--- src/rtl/acc_seq_pkg.sv ---
// Shared definitions for the accumulator micro-sequencer: opcodes, FSM states,
// the datapath control word and the entry-state helper.
package acc_seq_pkg;

    localparam int OP_W  = 3;
    localparam int CNT_W = 3;

    typedef logic [OP_W-1:0]  op_t;
    typedef logic [CNT_W-1:0] cnt_t;

    localparam op_t OP_NOP = 3'd0;
    localparam op_t OP_LDA = 3'd1;
    localparam op_t OP_LDB = 3'd2;
    localparam op_t OP_ADD = 3'd3;
    localparam op_t OP_SUB = 3'd4;
    localparam op_t OP_ACC = 3'd5;
    localparam op_t OP_OUT = 3'd6;
    localparam op_t OP_RSV = 3'd7;

    // SHOW keeps the accumulator on uo_out for this many cycles.
    localparam int SHOW_CYCLES = 2;

    typedef enum logic [2:0] {
        ST_IDLE,
        ST_SETTLE,
        ST_LOADA,
        ST_LOADB,
        ST_EXEC,
        ST_FLAG,
        ST_SHOW,
        ST_DONE
    } state_t;

    typedef struct packed {
        logic bus_sel;
        logic n_la;
        logic n_lb;
        logic ea;
        logic eu;
        logic sub;
    } ctrl_t;

    localparam int CTRL_W = $bits(ctrl_t);

    localparam ctrl_t CTRL_IDLE = '{
        bus_sel: 1'b1,
        n_la:    1'b1,
        n_lb:    1'b1,
        ea:      1'b0,
        eu:      1'b0,
        sub:     1'b0
    };

    // First state a freshly accepted command enters.
    function automatic state_t entry_state(input op_t op);
        state_t st;
        case (op)
            OP_LDA, OP_LDB, OP_ADD, OP_SUB: st = ST_SETTLE;
            OP_ACC:                         st = ST_EXEC;
            OP_OUT:                         st = ST_SHOW;
            default:                        st = ST_DONE;
        endcase
        return st;
    endfunction

    // ADD and SUB reuse the LDB path to fetch their operand before executing.
    function automatic logic is_arith_load(input op_t op);
        return (op == OP_ADD) || (op == OP_SUB);
    endfunction

endpackage

--- src/rtl/acc_seq_decode.sv ---
// Combinational decode of the sequencer state into the datapath control word.
module acc_seq_decode
    import acc_seq_pkg::*;
(
    input  state_t state,
    input  op_t    op,
    output ctrl_t  ctrl
);

    // NOTE: every field gets its idle value before the case, so states that do
    // not touch a field cannot leave it unassigned and infer a latch.
    always_comb begin
        ctrl = CTRL_IDLE;
        unique case (state)
            ST_LOADA: ctrl.n_la = 1'b0;
            ST_LOADB: ctrl.n_lb = 1'b0;
            ST_EXEC: begin
                ctrl.eu   = 1'b1;
                ctrl.n_la = 1'b0;
                ctrl.sub  = (op == OP_SUB);
            end
            ST_SHOW:  ctrl.bus_sel = 1'b0;
            default:  ;
        endcase
    end

endmodule

--- src/rtl/accumulator_sequencer.sv ---
// Micro-sequencer stepping single-word commands through fixed T-states to drive
// the adder/accumulator control pins and capture the ALU flags.
module accumulator_sequencer
    import acc_seq_pkg::*;
#(
    parameter int SETTLE_CYCLES = 1,
    parameter int OPW           = 3
) (
    input  logic           clk,
    input  logic           rst_n,
    input  logic           cmd_valid,
    input  logic [OPW-1:0] cmd_op,
    output logic           cmd_ready,
    input  logic           alu_cf,
    input  logic           alu_zf,
    output logic           bus_sel,
    output logic           n_la,
    output logic           n_lb,
    output logic           ea,
    output logic           eu,
    output logic           sub,
    output logic           busy,
    output logic           done,
    output logic           flag_c,
    output logic           flag_z,
    output logic           err
);

    localparam cnt_t SETTLE_LOAD = cnt_t'(SETTLE_CYCLES - 1);
    localparam cnt_t SHOW_LOAD   = cnt_t'(SHOW_CYCLES - 1);

    state_t state;
    state_t state_nxt;
    op_t    op_q;
    op_t    op_in;
    cnt_t   cnt;
    cnt_t   cnt_nxt;
    ctrl_t  ctrl;
    logic   accept;

    assign op_in     = op_t'(cmd_op);
    assign cmd_ready = rst_n && (state == ST_IDLE);
    assign accept    = cmd_valid && cmd_ready;

    always_comb begin
        state_nxt = state;
        cnt_nxt   = cnt;
        unique case (state)
            ST_IDLE: begin
                if (accept) begin
                    state_nxt = entry_state(op_in);
                    cnt_nxt   = (entry_state(op_in) == ST_SHOW) ? SHOW_LOAD : SETTLE_LOAD;
                end
            end
            ST_SETTLE: begin
                if (cnt == '0) begin
                    state_nxt = (op_q == OP_LDA) ? ST_LOADA : ST_LOADB;
                end else begin
                    cnt_nxt = cnt - 1'b1;
                end
            end
            ST_LOADA: state_nxt = ST_DONE;
            ST_LOADB: state_nxt = is_arith_load(op_q) ? ST_EXEC : ST_DONE;
            ST_EXEC:  state_nxt = ST_FLAG;
            ST_FLAG:  state_nxt = ST_DONE;
            ST_SHOW: begin
                if (cnt == '0) begin
                    state_nxt = ST_DONE;
                end else begin
                    cnt_nxt = cnt - 1'b1;
                end
            end
            ST_DONE:  state_nxt = ST_IDLE;
            default:  state_nxt = ST_IDLE;
        endcase
    end

    // NOTE: state registers use non-blocking assignments so every flop samples
    // the pre-edge values regardless of statement order.
    always_ff @(posedge clk) begin
        if (!rst_n) begin
            state  <= ST_IDLE;
            op_q   <= OP_NOP;
            cnt    <= '0;
            flag_c <= 1'b0;
            flag_z <= 1'b0;
        end else begin
            state <= state_nxt;
            cnt   <= cnt_nxt;
            if (accept) begin
                op_q <= op_in;
            end
            // The ALU registers its flags, so they reflect EXEC during FLAG.
            if (state == ST_FLAG) begin
                flag_c <= alu_cf;
                flag_z <= alu_zf;
            end
        end
    end

    acc_seq_decode u_decode (
        .state (state),
        .op    (op_q),
        .ctrl  (ctrl)
    );

    assign bus_sel = ctrl.bus_sel && rst_n;
    assign n_la    = ctrl.n_la;
    assign n_lb    = ctrl.n_lb;
    assign ea      = ctrl.ea;
    assign eu      = ctrl.eu;
    assign sub     = ctrl.sub;

    assign busy = (state != ST_IDLE);
    assign done = (state == ST_DONE);
    assign err  = done && (op_q == OP_RSV);

endmodule

--- config.mk ---
export PLATFORM = sky130hd
export DESIGN_NAME = accumulator_sequencer
export DESIGN_NICKNAME = d
export VERILOG_FILES = /design/src/rtl/acc_seq_pkg.sv /design/src/rtl/acc_seq_decode.sv /design/src/rtl/accumulator_sequencer.sv
export SDC_FILE = /design/constraint.sdc
export NUM_CORES = 1
export LEC_CHECK = 0
export ABC_AREA = 1
export CELL_PAD_IN_SITES_DETAIL_PLACEMENT = 0
export CELL_PAD_IN_SITES_GLOBAL_PLACEMENT = 2
export CORE_UTILIZATION = 27
export CTS_CLUSTER_SIZE = 28
export DETAILED_ROUTE_END_ITERATION = 10
export PLACE_DENSITY = 0.82
export SETUP_SLACK_MARGIN = 0.4
export SLEW_MARGIN = 20
export SYNTH_ARGS = -nofsm -noshare
export SYNTH_HDL_FRONTEND = slang
export SYNTH_SLANG_ARGS = --single-unit
--- constraint.sdc ---
create_clock -name clk -period 2.8 [get_ports clk]
set_input_delay 0.42 -clock clk [delete_from_list [all_inputs] [get_ports clk]]
set_output_delay 0.42 -clock clk [all_outputs]
set_load 0.05 [all_outputs]
==> results of run 1 <==
## cells by family (layout without fill, tap and decap cells)
| kind of cell | Yosys count | after routing | synth area share (%) |
|---|---|---|---|
| compound gates | 18 | 18 | 12.0 |
| fa+ha+maj | 2 | 2 | 3.08 |
| buf+inv | 26 | 45 | 14.5 |
| flops | 11 | 11 | 27.1 |
| other cells | 1 | 1 | 0.461 |
| simple gates | 64 | 64 | 42.9 |
## worst max path at each step
| stage | end | slack, ns | depth (start not counted) | start |
|---|---|---|---|---|
| final | n_lb | 0.57 | 3 | state[2] |
| after global routing | n_la | 0.42 | 5 | state[1] |
| after CTS | eu | 0.40 | 3 | state[2] |
| after detailed placement | n_la | 0.61 | 5 | state[1] |
| after global placement | n_la | 0.64 | 5 | state[1] |
| after floorplan | n_la | 0.71 | 5 | state[1] |
## registers in the layout (all words and copies together) (netlist names)
register / flops
flag_z: 1
state: 3
op_q: 3
flag_c: 1
cnt: 3
## cell type report
| class | count | share of cell area, % |
|---|---|---|
| Inverter | 22 | 7.97 |
| Multi-Input combinational cell | 85 | 46.5 |
| Tap cell | 31 | 3.74 |
| Sequential cell | 11 | 21.3 |
| Timing Repair Buffer | 19 | 18.0 |
| Clock buffer | 4 | 2.54 |
## worst min-delay path, stage by stage, from the launching register on
cell     delay (ns)
dfxtp_1        0.31
inv_1          0.05
a21oi_1        0.05
## placed cells by master, fill, tap and decap left out, types with 5 or more instances in the layout
master and instances:
a21oi_1 7, dfxtp_1 11, clkdlybuf4s50_1 10, nor2_1 10
nand2_1 24, nand3_1 13, inv_1 19, o21ai_0 7
nand2_4 5
## stage by stage
step	area (um2)	std cells	total power [uW]	hold WS (ns)	util, %
floorplan	820	122	806	0.475	-
finish	1040	172	1030	0.450	36.9
detailed placement	1010	168	941	0.440	35.9
global route	1040	172	1140	0.471	36.9
CTS	1030	172	1050	0.452	36.7
global placement	1010	168	940	0.435	35.9
## power breakdown
part | internal [uW] | leakage [uW] | switching [uW]
clock network | 55.0 | 0.0000150 | 55.3
logic | 218 | 0.000401 | 434
registers | 205 | 0.0000903 | 65.5
## metal layers
metal,track usage (%),vias up,part of all wire [%]
met5,0,-,0
met4,6.27,0,0.94
met3,2.76,2,4.6
met2,21.5,12,48
met1,13.9,325,46
li1,-,419,-
## timing repair
item	CTS	global route
endpoints found under the setup margin	3	3
cloned	0	0
setup buffers	0	0
resized for setup	3	3
==> metrics.md, run 1 <==
| Metric | Value |
|---|---|
| Status | finished with violations |
| Failing checks | design-rule violations |
| CP Max Fanout | 10 |
| DIE HEIGHT | 56.9 um |
| PD cells | 997 mW/mm2 |
| Core Area | approximately 0.0028 mm2 |
| Async S/R FF share, synth | 0% |
| Period utilization | ~80% |
| CTS Root Cell | clkbuf_4 |
| Mapped Area | 813 um2 |
| CP Launch Type | flop |
| Clk Latency, worst-skew pair | 0.27 ns |
| DIE WIDTH | 56.9 um |
| FF+latch area | around 220 um2 |
| WHS Path Cells | 2 |
| Register clock-pin slew on the reported worst setup and hold paths | 0.08 ns |
| Clk buf depth | 2 |
| Pre-CTS WS | 0.605 ns |
| Yosys cell types | 24 |
| WHS Endpoint | flag_c |
| CP peak stage delay | 0.79 ns |
| Final Worst Setup Slack | 0.567 ns |
| Initial antenna violation count | 0 |
| Worst R2R End | state[1] |
| List of most frequent post-synthesis cells | 24 x nand2_1, 19 x inv_1, 13 x nand3_1 |
| Ant. Diodes | 0 |
| Vias in the first global route | 730 |
| Worst slew pin tran | 0.512 ns |
| Number of fill cells in the layout | 310 |
| Gr usage total | 12.3% |
| Hold Crit Start | flag_c |
| Post-synth top flop | dfxtp_1 |
| Clk sinks | 11 |
| Initial DRC Count | 22 |
| Area taken by multi-input logic gates | 482 um2 |
| TritonRoute pass-1 iters | 7 |
| Setup crit end kind | output pin |
| GP Congestion | 0.771 |
| Fmax achieved | around 0.45 GHz |
| Peak VDD IR | 0.000367 V |
| Vias per std cell | 4.41 |
| Synth area leaders | dfxtp_1 27%, nand2_1 11%, inv_1 8.8% |
| Seq/Total Area, Yosys | a little over a quarter |
| Leakage | 0.000506 uW |
| Number of buffers added on ports | 18 |
| Synthesized instance count | about 120 |
| CTS tree | yes |
| Max-slew violations | 0 |
| Final hold vios | 0 |
| Layout area overhead | 27.4% |
| RR Startpoint | state[1] |
| Pin count of the biggest net entering global routing | 12 |
| Setup_tns | 0 ns |
| Syn. warnings | 0 |
| Die area | about 0.0032 mm2 |
| WL/cell | 9.91 um |
| Hold buffer count at cts | 0 |
| Final wirelength | between 1.5 and 2 mm |
| WP buf/inv | 2 |
| First-pass GRT wire length | 3.08 mm |
| Post-synth top area share | 27.1% |
| Final setup viols | 0 |
| Class of the tightest hold or removal check | flop to flop |
| Via count | about 760 |
| CP required | roughly 2.4 ns |
| Critical path's slowest cell | clkdlybuf4s50_1 |
| CP delay by family, top | buffers and inverters |
| Syn avg cell area | 6.67 um2 |
| Layout net count | 152 |
| Level count of the clock H-tree | 1 |
| FF+latch count, synth | 11 |
| Reg2Reg Depth | 7 |
| WS Path Type | flop to output pin |
| Layout cell share with drive strength beyond 1 | a little under a fifth |
| CP Data Arrival Time | between 1.5 and 2 ns |
| Crit path cell chain | nor2_1 -> inv_1 -> clkdlybuf4s50_1 |
| Rows | 19 |
| Max Cap Violations | 0 |
| Fin crit period | 2.23 ns |
| Remaining DRCs | 6 |
| Grt total ovfl | 0 |
| Unrepaired setup endpoints after global routing | false |
| EDFF count, synth | 0 |
| HPWL Detailed | 1.41 mm |
| R2R Setup Slk | around 1.4 ns |
| Starting Density | 29.0% |
| Syn Nets | 132 |
| Most numerous cell in the Yosys netlist | nand2_1 |
| # IOs | 20 |
| Antenna Violating Nets Remaining | 0 |
| CTS Buf Count | 3 |
| Slew HR | 65.8% |
| Clock skew | ~0.0075 ns |
| Leading area contributor after synthesis | dfxtp_1 |
(Power assumes the default switching activity.)
==> run 2: changes to the inputs <==
CORE_UTILIZATION = 25   (was 27)
PLACE_DENSITY = 0.76   (was 0.82)
clock period = 2.2 ns   (was 2.8 ns; I/O delays follow)
==> metrics.md, run 2 (synthesis gave the netlist of run 1 again) <==
| Metric | Value |
|---|---|
| Placed Area | between 0.001 and 0.0015 mm2 |
| Layout area overhead | 34.0% |
| CTS Buf Count | 3 |
| Max Cap Violations | 0 |
| Status | finished, final reports clean |
| Period utilization | 79.1% |
| Layout cell share with drive strength beyond 1 | 26.1% |
| Die area | 0.00349 mm2 |
| Clk Latency, worst-skew pair | 0.27 ns |
| Fin Hold WS | 0.446 ns |
| CP peak stage delay | 0.80 ns |
| Clk buf depth | 2 |
| Antenna Violating Nets Remaining | 0 |
| GP Congestion | between 0.7 and 0.8 |
| Post-layout util | 35.4% |
| Area taken by multi-input logic gates | 489 um2 |
| CP Data Arrival Time | approximately 1.4 ns |
| Commonest non-fill, non-tap cells in the layout | 24 x nand2_1, 19 x inv_1, 13 x nand3_1 |
| Pin count of the biggest net entering global routing | 10 |
| Leakage | 0.000481 uW |
| Crit path cell chain | clkdlybuf4s50_1 |
| CP Max Fanout | 2 |
| DIE WIDTH | 59.0 um |
| WL/cell | 9.81 um |
| Starting Density | 26.4% |
| Class of the tightest hold or removal check | flop to flop |
| WP buf/inv | 1 |
| Number of fill cells in the layout | 347 |
| Via count | 772 |
| Critical path's slowest cell | clkdlybuf4s50_1 |
| CP required | 1.87 ns |
| CP delay by family, top | buffers and inverters |
| Number of buffers added on ports | 18 |
| Ant. Diodes | 0 |
| Peak VDD IR | roughly 0.0006 V |
| WS Path Type | flop to output pin |
| # IOs | 20 |
| Final wirelength | approximately 1.8 mm |
| CTS Root Cell | clkbuf_4 |
| Grt total ovfl | 0 |
| Clock skew | roughly 0.0029 ns |
| Max-slew violations | 0 |
| Final setup viols | 0 |
| Register clock-pin slew on the reported worst setup and hold paths | 0.08 ns |
| Largest regs | cnt: 3 flops, op_q: 3 flops, state: 3 flops |
| Clk sinks | 11 |
| Unrepaired setup endpoints after global routing | false |
| CTS tree | yes |
| Fmax achieved | 0.575 GHz |
| Vias per std cell | 4.15 |
| PD cells | 1280 mW/mm2 |
| Commonest non-fill, non-tap cell in the layout | nand2_1 |
| Remaining DRCs | 0 |
| Setup crit end kind | output pin |
| Rows | 20 |
| Gr usage total | 11.6% |
| Initial DRC Count | 26 |
| Vias in the first global route | approximately 730 |
| Setup_tns | 0 ns |
| Final Cell Area | 0.00109 mm2 |
| First-pass GRT wire length | 2.96 mm |
| Fin crit period | roughly 1.7 ns |
| Core Area | 0.00308 mm2 |
| TritonRoute pass-1 iters | 4 |
| Initial antenna violation count | 0 |
| Hold buffer count at cts | 0 |
| Layout net count | 153 |
| CP Launch Type | flop |
| Level count of the clock H-tree | 1 |
| FF+latch area | 225 um2 |
| HPWL Detailed | 1.53 mm |
| Final hold vios | 0 |
| DIE HEIGHT | 59.0 um |
run 2: layout make-up:
type,count,share of cell area (%)
inverters,22,7.58
repair buffers,20,19.4
well taps,44,5.05
multi-input cells,85,44.9
flip-flops and latches,11,20.7
clock buffers,4,2.41
run 2: repair_timing:
action / in CTS / in global routing
setup buffers: 0 / 0
gates resized for setup: 2 / 2
setup endpoints to repair: 2 / 2
run 2: worst min-delay path, stage by stage, from the launching register on:
cell and delay (ns):
dfxtp_1 0.31, inv_1 0.05, a21oi_1 0.05
run 2: path summary, 6_finish.rpt:
path	start	to	slack, ns	cells after the start
min	flag_z	flag_z	0.45	2
max reg2reg	state[2]	cnt[2]	0.80	10
max	flag_c	flag_c	0.46	1
min reg2reg	flag_z	flag_z	0.45	2
run 2: metrics by stage:
stage	power, uW	setup WS, ns	instances
2_1_floorplan	1030	0.394	122
3_3_place_gp	1260	0.391	182
3_5_place_dp	1270	0.380	182
4_1_cts	1420	0.405	186
5_1_grt	1520	0.406	186
6_report	1400	0.460	186
run 2: metal layers:
| metal | wire (um) | vias up | track usage (%) |
|---|---|---|---|
| li1 | - | 416 | - |
| met1 | 903 | 342 | 13.9 |
| met2 | 844 | 12 | 19.8 |
| met3 | 54 | 2 | 1.97 |
| met4 | 22 | 0 | 6.12 |
| met5 | 0 | - | 0 |
run 2: power by group:
part | internal (uW) | switching, uW | total (uW)
Combinational | 329 | 591 | 921
Clock | 70.1 | 72.1 | 142
Sequential | 268 | 67.9 | 336
